File: config.mk
export PLATFORM = sky130hd
export DESIGN_NAME = binary_bbox_detect
export DESIGN_NICKNAME = d
export VERILOG_FILES = /design/src/rtl/binary_bbox_detect_pkg.sv /design/src/rtl/binary_bbox_detect_accum.sv /design/src/rtl/binary_bbox_detect.sv
export SDC_FILE = /design/constraint.sdc
export NUM_CORES = 1
export LEC_CHECK = 0
export ABC_CLOCK_PERIOD_IN_PS = 5120
export BUFFER_PORTS_ARGS = -buffer_cell sky130_fd_sc_hd__buf_4
export CORE_MARGIN = 4
export CORE_UTILIZATION = 37
export CTS_CLUSTER_DIAMETER = 80
export DETAILED_ROUTE_END_ITERATION = 6
export GPL_TIMING_DRIVEN = 0
export PLACE_DENSITY = 0.57
export RECOVER_POWER = 50
export SYNTH_ARGS = -nofsm -noshare
export SYNTH_HDL_FRONTEND = slang
export SYNTH_SLANG_ARGS = --single-unit
export TNS_END_PERCENT = 100
File: constraint.sdc
create_clock -name pixel_clk -period 5.12 [get_ports pixel_clk]
set_input_delay 0.512 -clock pixel_clk [delete_from_list [all_inputs] [get_ports pixel_clk]]
set_output_delay 0.512 -clock pixel_clk [all_outputs]
set_load 0.02 [all_outputs]
File: src/rtl/binary_bbox_detect_pkg.sv
// Shared definitions for the binary bounding-box detector:
// FSM state encoding and accumulator start-of-frame fill values.
package binary_bbox_detect_pkg;

    typedef enum logic [1:0] {
        WAIT_FRAME = 2'd0,
        ACCUM      = 2'd1,
        LATCH      = 2'd2
    } bbox_state_e;

    // Min starts all-ones and max all-zeros so the first white pixel wins both compares.
    localparam logic ACC_MIN_FILL = 1'b1;
    localparam logic ACC_MAX_FILL = 1'b0;
    localparam logic ACC_CNT_FILL = 1'b0;

endpackage

File: src/rtl/binary_bbox_detect_accum.sv
// Min/max extent and saturating population accumulator for white pixels,
// with a synchronous re-initialise control used at frame boundaries.
module bbox_accum
    import binary_bbox_detect_pkg::*;
#(
    parameter int CNT_W = 12
)(
    input  logic               clk,
    input  logic               rst_n,
    input  logic               i_init,
    input  logic               i_en,
    input  logic [CNT_W-1:0]   i_x,
    input  logic [CNT_W-1:0]   i_y,
    output logic [CNT_W-1:0]   o_min_x,
    output logic [CNT_W-1:0]   o_max_x,
    output logic [CNT_W-1:0]   o_min_y,
    output logic [CNT_W-1:0]   o_max_y,
    output logic [2*CNT_W-1:0] o_cnt
);

    localparam logic [2*CNT_W-1:0] CNT_ONE = {{(2*CNT_W-1){1'b0}}, 1'b1};
    localparam logic [2*CNT_W-1:0] CNT_SAT = {(2*CNT_W){1'b1}};

    logic [CNT_W-1:0]   r_min_x;
    logic [CNT_W-1:0]   r_max_x;
    logic [CNT_W-1:0]   r_min_y;
    logic [CNT_W-1:0]   r_max_y;
    logic [2*CNT_W-1:0] r_cnt;

    // Running extent and saturating count of accepted pixels.
    always_ff @(posedge clk or negedge rst_n) begin
        if (!rst_n) begin
            r_min_x <= {CNT_W{1'b0}};
            r_max_x <= {CNT_W{1'b0}};
            r_min_y <= {CNT_W{1'b0}};
            r_max_y <= {CNT_W{1'b0}};
            r_cnt   <= {(2*CNT_W){1'b0}};
        end else if (i_init) begin
            r_min_x <= {CNT_W{ACC_MIN_FILL}};
            r_max_x <= {CNT_W{ACC_MAX_FILL}};
            r_min_y <= {CNT_W{ACC_MIN_FILL}};
            r_max_y <= {CNT_W{ACC_MAX_FILL}};
            r_cnt   <= {(2*CNT_W){ACC_CNT_FILL}};
        end else if (i_en) begin
            r_min_x <= (i_x < r_min_x) ? i_x : r_min_x;
            r_max_x <= (i_x > r_max_x) ? i_x : r_max_x;
            r_min_y <= (i_y < r_min_y) ? i_y : r_min_y;
            r_max_y <= (i_y > r_max_y) ? i_y : r_max_y;
            r_cnt   <= (r_cnt == CNT_SAT) ? r_cnt : (r_cnt + CNT_ONE);
        end
    end

    assign o_min_x = r_min_x;
    assign o_max_x = r_max_x;
    assign o_min_y = r_min_y;
    assign o_max_y = r_max_y;
    assign o_cnt   = r_cnt;

endmodule

File: src/rtl/binary_bbox_detect.sv
// Bounding box of white pixels in a binarized video frame, reported once per
// frame and drawn as a coloured rectangle over the display stream.
module binary_bbox_detect
    import binary_bbox_detect_pkg::*;
#(
    parameter int                        IMG_WIDTH_DATA = 24,
    parameter int                        CNT_W          = 12,
    parameter int                        MIN_PIXELS     = 16,
    parameter logic [IMG_WIDTH_DATA-1:0] BOX_COLOR      = 24'hFF0000
)(
    input  logic                      pixel_clk,
    input  logic                      reset_n,
    input  logic [IMG_WIDTH_DATA-1:0] i_binary,
    input  logic [IMG_WIDTH_DATA-1:0] i_rgb,
    input  logic                      i_h_sync,
    input  logic                      i_v_sync,
    input  logic                      i_de,
    output logic [IMG_WIDTH_DATA-1:0] o_rgb,
    output logic                      o_h_sync,
    output logic                      o_v_sync,
    output logic                      o_de,
    output logic [CNT_W-1:0]          box_x_min,
    output logic [CNT_W-1:0]          box_x_max,
    output logic [CNT_W-1:0]          box_y_min,
    output logic [CNT_W-1:0]          box_y_max,
    output logic [2*CNT_W-1:0]        box_pix_cnt,
    output logic                      box_found,
    output logic                      box_valid
);

    localparam logic [CNT_W-1:0]   CNT_MAX  = {CNT_W{1'b1}};
    localparam logic [CNT_W-1:0]   CNT_ZERO = {CNT_W{1'b0}};
    localparam logic [CNT_W-1:0]   CNT_ONE  = {{(CNT_W-1){1'b0}}, 1'b1};
    localparam logic [2*CNT_W-1:0] MIN_PIX  = (2*CNT_W)'(MIN_PIXELS);

    bbox_state_e               r_state;
    logic                      r_de;
    logic                      r_hs;
    logic                      r_vs;
    logic [IMG_WIDTH_DATA-1:0] r_rgb;
    logic [CNT_W-1:0]          r_x_cnt;
    logic [CNT_W-1:0]          r_y_cnt;
    logic [CNT_W-1:0]          r_box_x_min;
    logic [CNT_W-1:0]          r_box_x_max;
    logic [CNT_W-1:0]          r_box_y_min;
    logic [CNT_W-1:0]          r_box_y_max;
    logic [2*CNT_W-1:0]        r_box_pix_cnt;
    logic                      r_box_found;
    logic                      r_box_valid;

    logic                      w_de_fall;
    logic                      w_vs_rise;
    logic                      w_white;
    logic                      w_unused_bin;
    logic                      w_acc_init;
    logic                      w_acc_en;
    logic                      w_enough;
    logic                      w_x_in;
    logic                      w_y_in;
    logic                      w_on_border;
    logic [CNT_W-1:0]          w_acc_min_x;
    logic [CNT_W-1:0]          w_acc_max_x;
    logic [CNT_W-1:0]          w_acc_min_y;
    logic [CNT_W-1:0]          w_acc_max_y;
    logic [2*CNT_W-1:0]        w_acc_cnt;

    // The delayed video registers double as the edge-detect history.
    assign w_de_fall    = r_de & ~i_de;
    assign w_vs_rise    = i_v_sync & ~r_vs;
    assign w_white      = i_binary[IMG_WIDTH_DATA-1];
    assign w_unused_bin = ^i_binary[IMG_WIDTH_DATA-2:0];

    // A pixel coincident with the closing vsync edge still sees ACCUM and is counted.
    assign w_acc_init = (r_state != ACCUM);
    assign w_acc_en   = (r_state == ACCUM) & i_de & w_white;
    assign w_enough   = (w_acc_cnt >= MIN_PIX);

    assign w_x_in      = (r_x_cnt >= r_box_x_min) && (r_x_cnt <= r_box_x_max);
    assign w_y_in      = (r_y_cnt >= r_box_y_min) && (r_y_cnt <= r_box_y_max);
    assign w_on_border = r_box_found && i_de &&
                         ((((r_x_cnt == r_box_x_min) || (r_x_cnt == r_box_x_max)) && w_y_in) ||
                          (((r_y_cnt == r_box_y_min) || (r_y_cnt == r_box_y_max)) && w_x_in));

    bbox_accum #(
        .CNT_W (CNT_W)
    ) u_accum (
        .clk     (pixel_clk),
        .rst_n   (reset_n),
        .i_init  (w_acc_init),
        .i_en    (w_acc_en),
        .i_x     (r_x_cnt),
        .i_y     (r_y_cnt),
        .o_min_x (w_acc_min_x),
        .o_max_x (w_acc_max_x),
        .o_min_y (w_acc_min_y),
        .o_max_y (w_acc_max_y),
        .o_cnt   (w_acc_cnt)
    );

    // Saturating pixel coordinates derived from the timing signals.
    always_ff @(posedge pixel_clk or negedge reset_n) begin
        if (!reset_n) begin
            r_x_cnt <= CNT_ZERO;
            r_y_cnt <= CNT_ZERO;
        end else begin
            if (w_de_fall) begin
                r_x_cnt <= CNT_ZERO;
            end else if (i_de && (r_x_cnt != CNT_MAX)) begin
                r_x_cnt <= r_x_cnt + CNT_ONE;
            end
            if (w_vs_rise) begin
                r_y_cnt <= CNT_ZERO;
            end else if (w_de_fall && (r_y_cnt != CNT_MAX)) begin
                r_y_cnt <= r_y_cnt + CNT_ONE;
            end
        end
    end

    // One-cycle video pipeline with the previous frame's box drawn on top.
    always_ff @(posedge pixel_clk or negedge reset_n) begin
        if (!reset_n) begin
            r_de  <= 1'b0;
            r_hs  <= 1'b0;
            r_vs  <= 1'b0;
            r_rgb <= {IMG_WIDTH_DATA{1'b0}};
        end else begin
            r_de  <= i_de;
            r_hs  <= i_h_sync;
            r_vs  <= i_v_sync;
            r_rgb <= w_on_border ? BOX_COLOR : i_rgb;
        end
    end

    // Frame sequencing FSM; results are captured during the single LATCH cycle.
    always_ff @(posedge pixel_clk or negedge reset_n) begin
        if (!reset_n) begin
            r_state       <= WAIT_FRAME;
            r_box_x_min   <= CNT_ZERO;
            r_box_x_max   <= CNT_ZERO;
            r_box_y_min   <= CNT_ZERO;
            r_box_y_max   <= CNT_ZERO;
            r_box_pix_cnt <= {(2*CNT_W){1'b0}};
            r_box_found   <= 1'b0;
            r_box_valid   <= 1'b0;
        end else begin
            r_box_valid <= 1'b0;
            case (r_state)
                WAIT_FRAME: r_state <= w_vs_rise ? ACCUM : WAIT_FRAME;
                ACCUM:      r_state <= w_vs_rise ? LATCH : ACCUM;
                LATCH: begin
                    r_state       <= ACCUM;
                    r_box_valid   <= 1'b1;
                    r_box_pix_cnt <= w_acc_cnt;
                    r_box_found   <= w_enough;
                    r_box_x_min   <= w_enough ? w_acc_min_x : CNT_ZERO;
                    r_box_x_max   <= w_enough ? w_acc_max_x : CNT_ZERO;
                    r_box_y_min   <= w_enough ? w_acc_min_y : CNT_ZERO;
                    r_box_y_max   <= w_enough ? w_acc_max_y : CNT_ZERO;
                end
                default: r_state <= WAIT_FRAME;
            endcase
        end
    end

    assign o_rgb       = r_rgb;
    assign o_h_sync    = r_hs;
    assign o_v_sync    = r_vs;
    assign o_de        = r_de;
    assign box_x_min   = r_box_x_min;
    assign box_x_max   = r_box_x_max;
    assign box_y_min   = r_box_y_min;
    assign box_y_max   = r_box_y_max;
    assign box_pix_cnt = r_box_pix_cnt;
    assign box_found   = r_box_found;
    assign box_valid   = r_box_valid;

endmodule

## Yosys cells after proc, flatten, opt, wreduce, memory -nomap -nowiden

Cells that the tools add are included.

- Flip-flop bits (word level): 199
- Output and inout bits: 101
- Logic and storage cells: 100

- $add $sub $neg: 3
- Magnitude comparators: 9
- Eq/ne operators: 11
- Muxes and demuxes: 28
- Bitwise gates (word level): 6
- Reductions and logical operators: 24

Operators with widths:

| kind | count |
|---|---|
| $mux 12 | 20 |
| $mux 24 | 4 |
| $eq 12x12->1 | 4 |
| $add 12x1->12 const B | 2 |
| $add 24x1->24 const B | 1 |
| $eq 24x24->1 const B | 1 |
| $ge 12x12->1 | 2 |
| $ge 24x5->1 const B | 1 |
| $gt 12x12->1 | 2 |
| $le 12x12->1 | 2 |
| $lt 12x12->1 | 2 |
| $ne 12x12->1 const B | 2 |
| $reduce_bool 2->1 | 7 |
| $reduce_and 2->1 | 5 |
| $logic_and 1x1->1 | 8 |
| $pmux 2 s3 | 1 |
| $and 1x1->1 | 4 |
| $ne 2x1->1 const B | 2 |
| $logic_or 1x1->1 | 3 |
| $eq 2x1->1 const B | 1 |
| $eq 2x2->1 const B | 1 |
| $logic_not 2->1 | 1 |
| $mux 1 | 2 |
| $mux 2 | 1 |
| $not 1->1 | 2 |

## Longest topological paths before layout

- Depth after elaboration: 6
- Mapped depth: 10
- Gate-level depth less buffers: 8

## Hierarchy

A second synthesis with hierarchy kept.

- Cells, all modules: 1150
- Area total of the unflattened synthesis: 10954.3 µm²

By module, submodules not included:

| module | instances | cells each | area each (µm²) | sequential area each (µm²) |
|---|---|---|---|---|
| binary_bbox_detect | 1 | 648 | 6323.6 | 3178.0 |
| bbox_accum | 1 | 502 | 4630.7 | 1801.7 |

## Worst setup path before layout

OpenSTA, ideal clock, no wires.

- Kind: reg-to-reg
- Start point: register r_box_x_min[1] (netlist: box_x_min[1])
- End point: register r_rgb[10] (netlist: o_rgb[10])
- Data arrival time: 2233 ps
- Slack: 2821 ps
- Cell stages (with the launch flop): 10
- Path buffers: 1
- Clock period less this slack: 2299 ps
- Cells stage by stage: dfrtp_1 inv_1 ha_1 nor2b_1 o211ai_1 a211oi_1 or4_1 a32oi_2 buf_2 and2_1

- Word-level cells in the longest chain between the ends: 6

RTL lines:

| item | RTL line | RTL |
|---|---|---|
| from (decl) | binary_bbox_detect.sv:43 | `logic [CNT_W-1:0] r_box_x_min;` |
| from (signal assigned) | binary_bbox_detect.sv:155 | `r_box_x_min <= w_enough ? w_acc_min_x : CNT_ZERO;` |
| $ge 12x12->1 / $eq 12x12->1 (equally long branches) | binary_bbox_detect.sv:78, binary_bbox_detect.sv:81 |  |
| $logic_and 1x1->1 / $logic_or 1x1->1 (equally long branches) | binary_bbox_detect.sv:78, binary_bbox_detect.sv:81 |  |
| $logic_and 1x1->1 (on tied branches) | binary_bbox_detect.sv:82, binary_bbox_detect.sv:81 |  |
| $logic_or 1x1->1 (*) | binary_bbox_detect.sv:81 | `((((r_x_cnt == r_box_x_min) \|\| (r_x_cnt == r_box_x_max)) && w_y_in) \|\|` |
| $logic_and 1x1->1 (*) | binary_bbox_detect.sv:80 | `assign w_on_border = r_box_found && i_de &&` |
| $mux 24 (*) | binary_bbox_detect.sv:130 | `r_rgb <= w_on_border ? BOX_COLOR : i_rgb;` |
| to (signal assigned) | binary_bbox_detect.sv:125 | `r_rgb <= {IMG_WIDTH_DATA{1'b0}};` |
| to (signal assigned) | binary_bbox_detect.sv:130 |  |
| to (decl) | binary_bbox_detect.sv:40 | `logic [IMG_WIDTH_DATA-1:0] r_rgb;` |

Mark *: on every way between the ends. The rest lies on a longest branch, timed or not.
A chain may end at the register's enable or synchronous reset.

==> summary.md <==
| Metric | Value |
|---|---|
| Die ar. | between 30000 and 40000 µm² |
| Yosys cell types | between 50 and 60 |
| GR Util All Layers | between 10% and 20% |
| Cells along the critical path | buf_8 -> clkbuf_2 |
| Clk Tree Root Cell | clkbuf_16 |
| Status | finished with violations |
| Port Buffers | 130 |
| Post-CTS sizing | 0 |
| Routed via count | about 8000 |
| Vias in the first global route | 8037 |
| GRT overflow | 0 |
| Max frequency | 295.9 MHz |
| Yosys Warn Count | 0 |
| #FFs+latches synth | 199 |
| Total of max-cap violations | 1 |
| Met2 usage | ~28% |
| RSZ-0062 raised after global routing | no |
| Initial drt markers | a little over 400 |
| Pins over their slew limit | 119 |
| Global-route met3 utilization | under 10% |
| DRT antenna net count | 0 |
| TritonCTS Buffers | 17 |
| Slew of the pin with the lowest slew margin | around 3000 ps |
| Final setup viols | 0 |
| Met1 usage | 24.14% |
| Routed wire length per instance | 16.15 µm |
| Syn_area_per_cell | 9.739 µm² |
| Layout area overhead | 17.98% |
| Rel. slew slack | -98.08% |
| First-pass GRT wire length | 42940 µm |
| Initial antenna violation count | 0 |
| Share of the synthesized area in the top cell type | a little under half |
| Skew final | roughly 12 ps |
| Layout net count | between 1000 and 1500 |
| CTS Hold Buffers Added | 0 |
| Post-DP HPWL | roughly 20000 µm |
| Routed vias/inst | around 5.0 |
| Clk slew on worst S/H paths | around 80 ps |
| Clock sink count | between 150 and 200 |
| I/O pins | roughly 150 |
| HP Class | primary input to asynchronous set/reset pin |
| GPL Wtd Cong | a little over 0.8 |
| Final period util | 66.00% |
| Ys async rst share | between 90% and 100% |
| Commonest cells in the netlist | 199 x dfrtp_1, 160 x nand2_1, 99 x inv_1 |
| Htree depth | 4 |
| Die width | between 150 and 200 µm |
| Fin. Hold Viols | 0 |
| Clock Latency Late Sink | about 430 ps |
| Finished Layout Cells | around 1600 |
| Die height | 176.0 µm |
| Largest cells by area after synthesis | dfrtp_1 48%, ha_1 12%, nand2_1 5.8%, mux2i_1 4.4%, inv_1 3.6% |
| Synth Instances | between 1000 and 1500 |
| Initial Utilization | a little under two fifths |
| Top_reg_cell synth | dfrtp_1 |
| Slowest CP cell | clkbuf_2 |
| Final Routed Wirelength | around 26000 µm |
| Final WS setup | between 1500 and 2000 ps |
| Syn Nets | approximately 1200 |
| Share of post-route cells with drive strength above 1 | a little under an eighth |
| Synth area leader | dfrtp_1 |
| Leak pwr | 5.978 nW |
| Largest delay contributor family on the critical path | buffers and inverters |
| Reg2reg setup slack | about 2100 ps |
| CP startpoint kind | primary input |
| Mapped Area | between 10000 and 15000 µm² |
| Minimum clock period | ~3400 ps |
| Setup CP Type | primary input to asynchronous set/reset pin |
| Core area | approximately 28000 µm² |
| CP arrival | around 3300 ps |
| Std cell rows | between 60 and 70 |
| PD cells | about 330 nW/µm² |
| Number of post-CTS setup repair buffers | 0 |
| CP bufs+invs | 2 |
| Clock tree buffer depth | 2 |
| GR peak layer | met2 |
| Setup tns final | 0 ps |
| Post-route DRC | 0 |
| Final Cell Area | around 12000 µm² |
| Antenna diode count | 0 |
| Most frequent cell after synthesis | dfrtp_1 |
| Max stage delay on crit path | about 2100 ps |
| Crit Path Max Fanout | about 120 |
| Dpl ws | between 2000 and 2500 ps |
| CP endpoint kind | asynchronous set/reset pin |
| VDD IR max | roughly 230 µV |
| Failing checks | max-capacitance violations, max-slew violations |
| EDFF count, synth | 0 |
| Sequential cell area fraction in the yosys report | a little under half |
| Inst Count DP | about 1600 |
| Pin count of the biggest net entering global routing | roughly 120 |
| Placed cell areas | approximately 12000 µm² |
| CTS tree | yes |
| TritonRoute pass-1 iters | 5 |
| Critical Path RT | approximately 5000 ps |
-- per-layer routing --
layer  up-vias  routed length, µm
met2       127              12320
met4         0                208
li1       3963                  -
met3        13               1043
met5         -                  0
met1      3895              12480
-- cell families (layout without fill, tap and decap cells) --
group | count (synthesis) | count (layout) | synth area share, %
compound gates | 164 | 164 | 9.720
xor+xnor | 36 | 36 | 3.020
fa+ha+maj | 98 | 98 | 11.75
buf+inv | 138 | 301 | 5.273
flops | 199 | 199 | 47.70
mux | 46 | 46 | 4.410
simple gates | 391 | 391 | 18.13
-- through the flow --
stage | total power, mW | hold slack, ps | utilization [%]
floorplan | 2.412 | 216.4 | -
global placement | 2.755 | 462.4 | 42.79
detailed placement | 2.779 | 464.0 | 42.92
CTS | 4.145 | 81.22 | 45.04
global route | 4.316 | 97.04 | 44.33
finish | 4.067 | 54.30 | 44.33
-- power breakdown --
group          switching, mW  total, mW  internal, mW
clock network          0.636       1.35         0.715
logic                  0.577      0.895         0.318
registers              0.118       1.82          1.70
total                   1.33       4.07          2.74
-- path summary, 6_finish.rpt --
check	start	endpoint	cells past startpoint
min in group pixel_clk	i_h_sync	o_h_sync	1
max	reset_n	r_x_cnt[0]	2
max reg2reg	r_y_cnt[10]	o_rgb[0]	8
max in group pixel_clk	r_y_cnt[10]	o_rgb[0]	8
min	reset_n	o_rgb[10]	1
min reg2reg	box_pix_cnt[21]	box_pix_cnt[21]	2
-- state kept, by name, summed over array words and instances, names as in the netlist, 2 cells and up --
signal and count:
box_pix_cnt 24, u_accum.o_cnt 24, box_y_min 12, o_rgb 24, u_accum.o_max_y 12, box_x_min 12
u_accum.o_max_x 12, r_x_cnt 12, u_accum.o_min_y 12, r_y_cnt 12, r_state 2, u_accum.o_min_x 12
box_y_max 12, box_x_max 12
-- placed cells by master (no fill, tap or decap), drive strengths merged, types with 16 or more instances in the layout --
master | netlist | routed
ha | 98 | 98
nand2 | 161 | 161
inv | 99 | 106
dfrtp | 199 | 199
nand4 | 31 | 31
clkbuf | 25 | 93
a21oi | 36 | 36
nand3 | 25 | 25
xor2 | 22 | 22
nor2 | 77 | 77
mux2i | 46 | 46
o21ai | 70 | 70
nor3 | 16 | 16
and2 | 18 | 18
buf | 13 | 95
-- layout make-up --
type / instances / area, µm²
buffer: 38 / 175.2
tap: 378 / 473.0
fill: 2773 / 15460
inverter: 100 / 375.4
timing repair buffer: 131 / 815.8
multi-input combinational: 735 / 4910
clock buffer: 19 / 452.9
clock inverter: 13 / 135.1
sequential: 199 / 4980
Power figures use the tool's default switching activity.
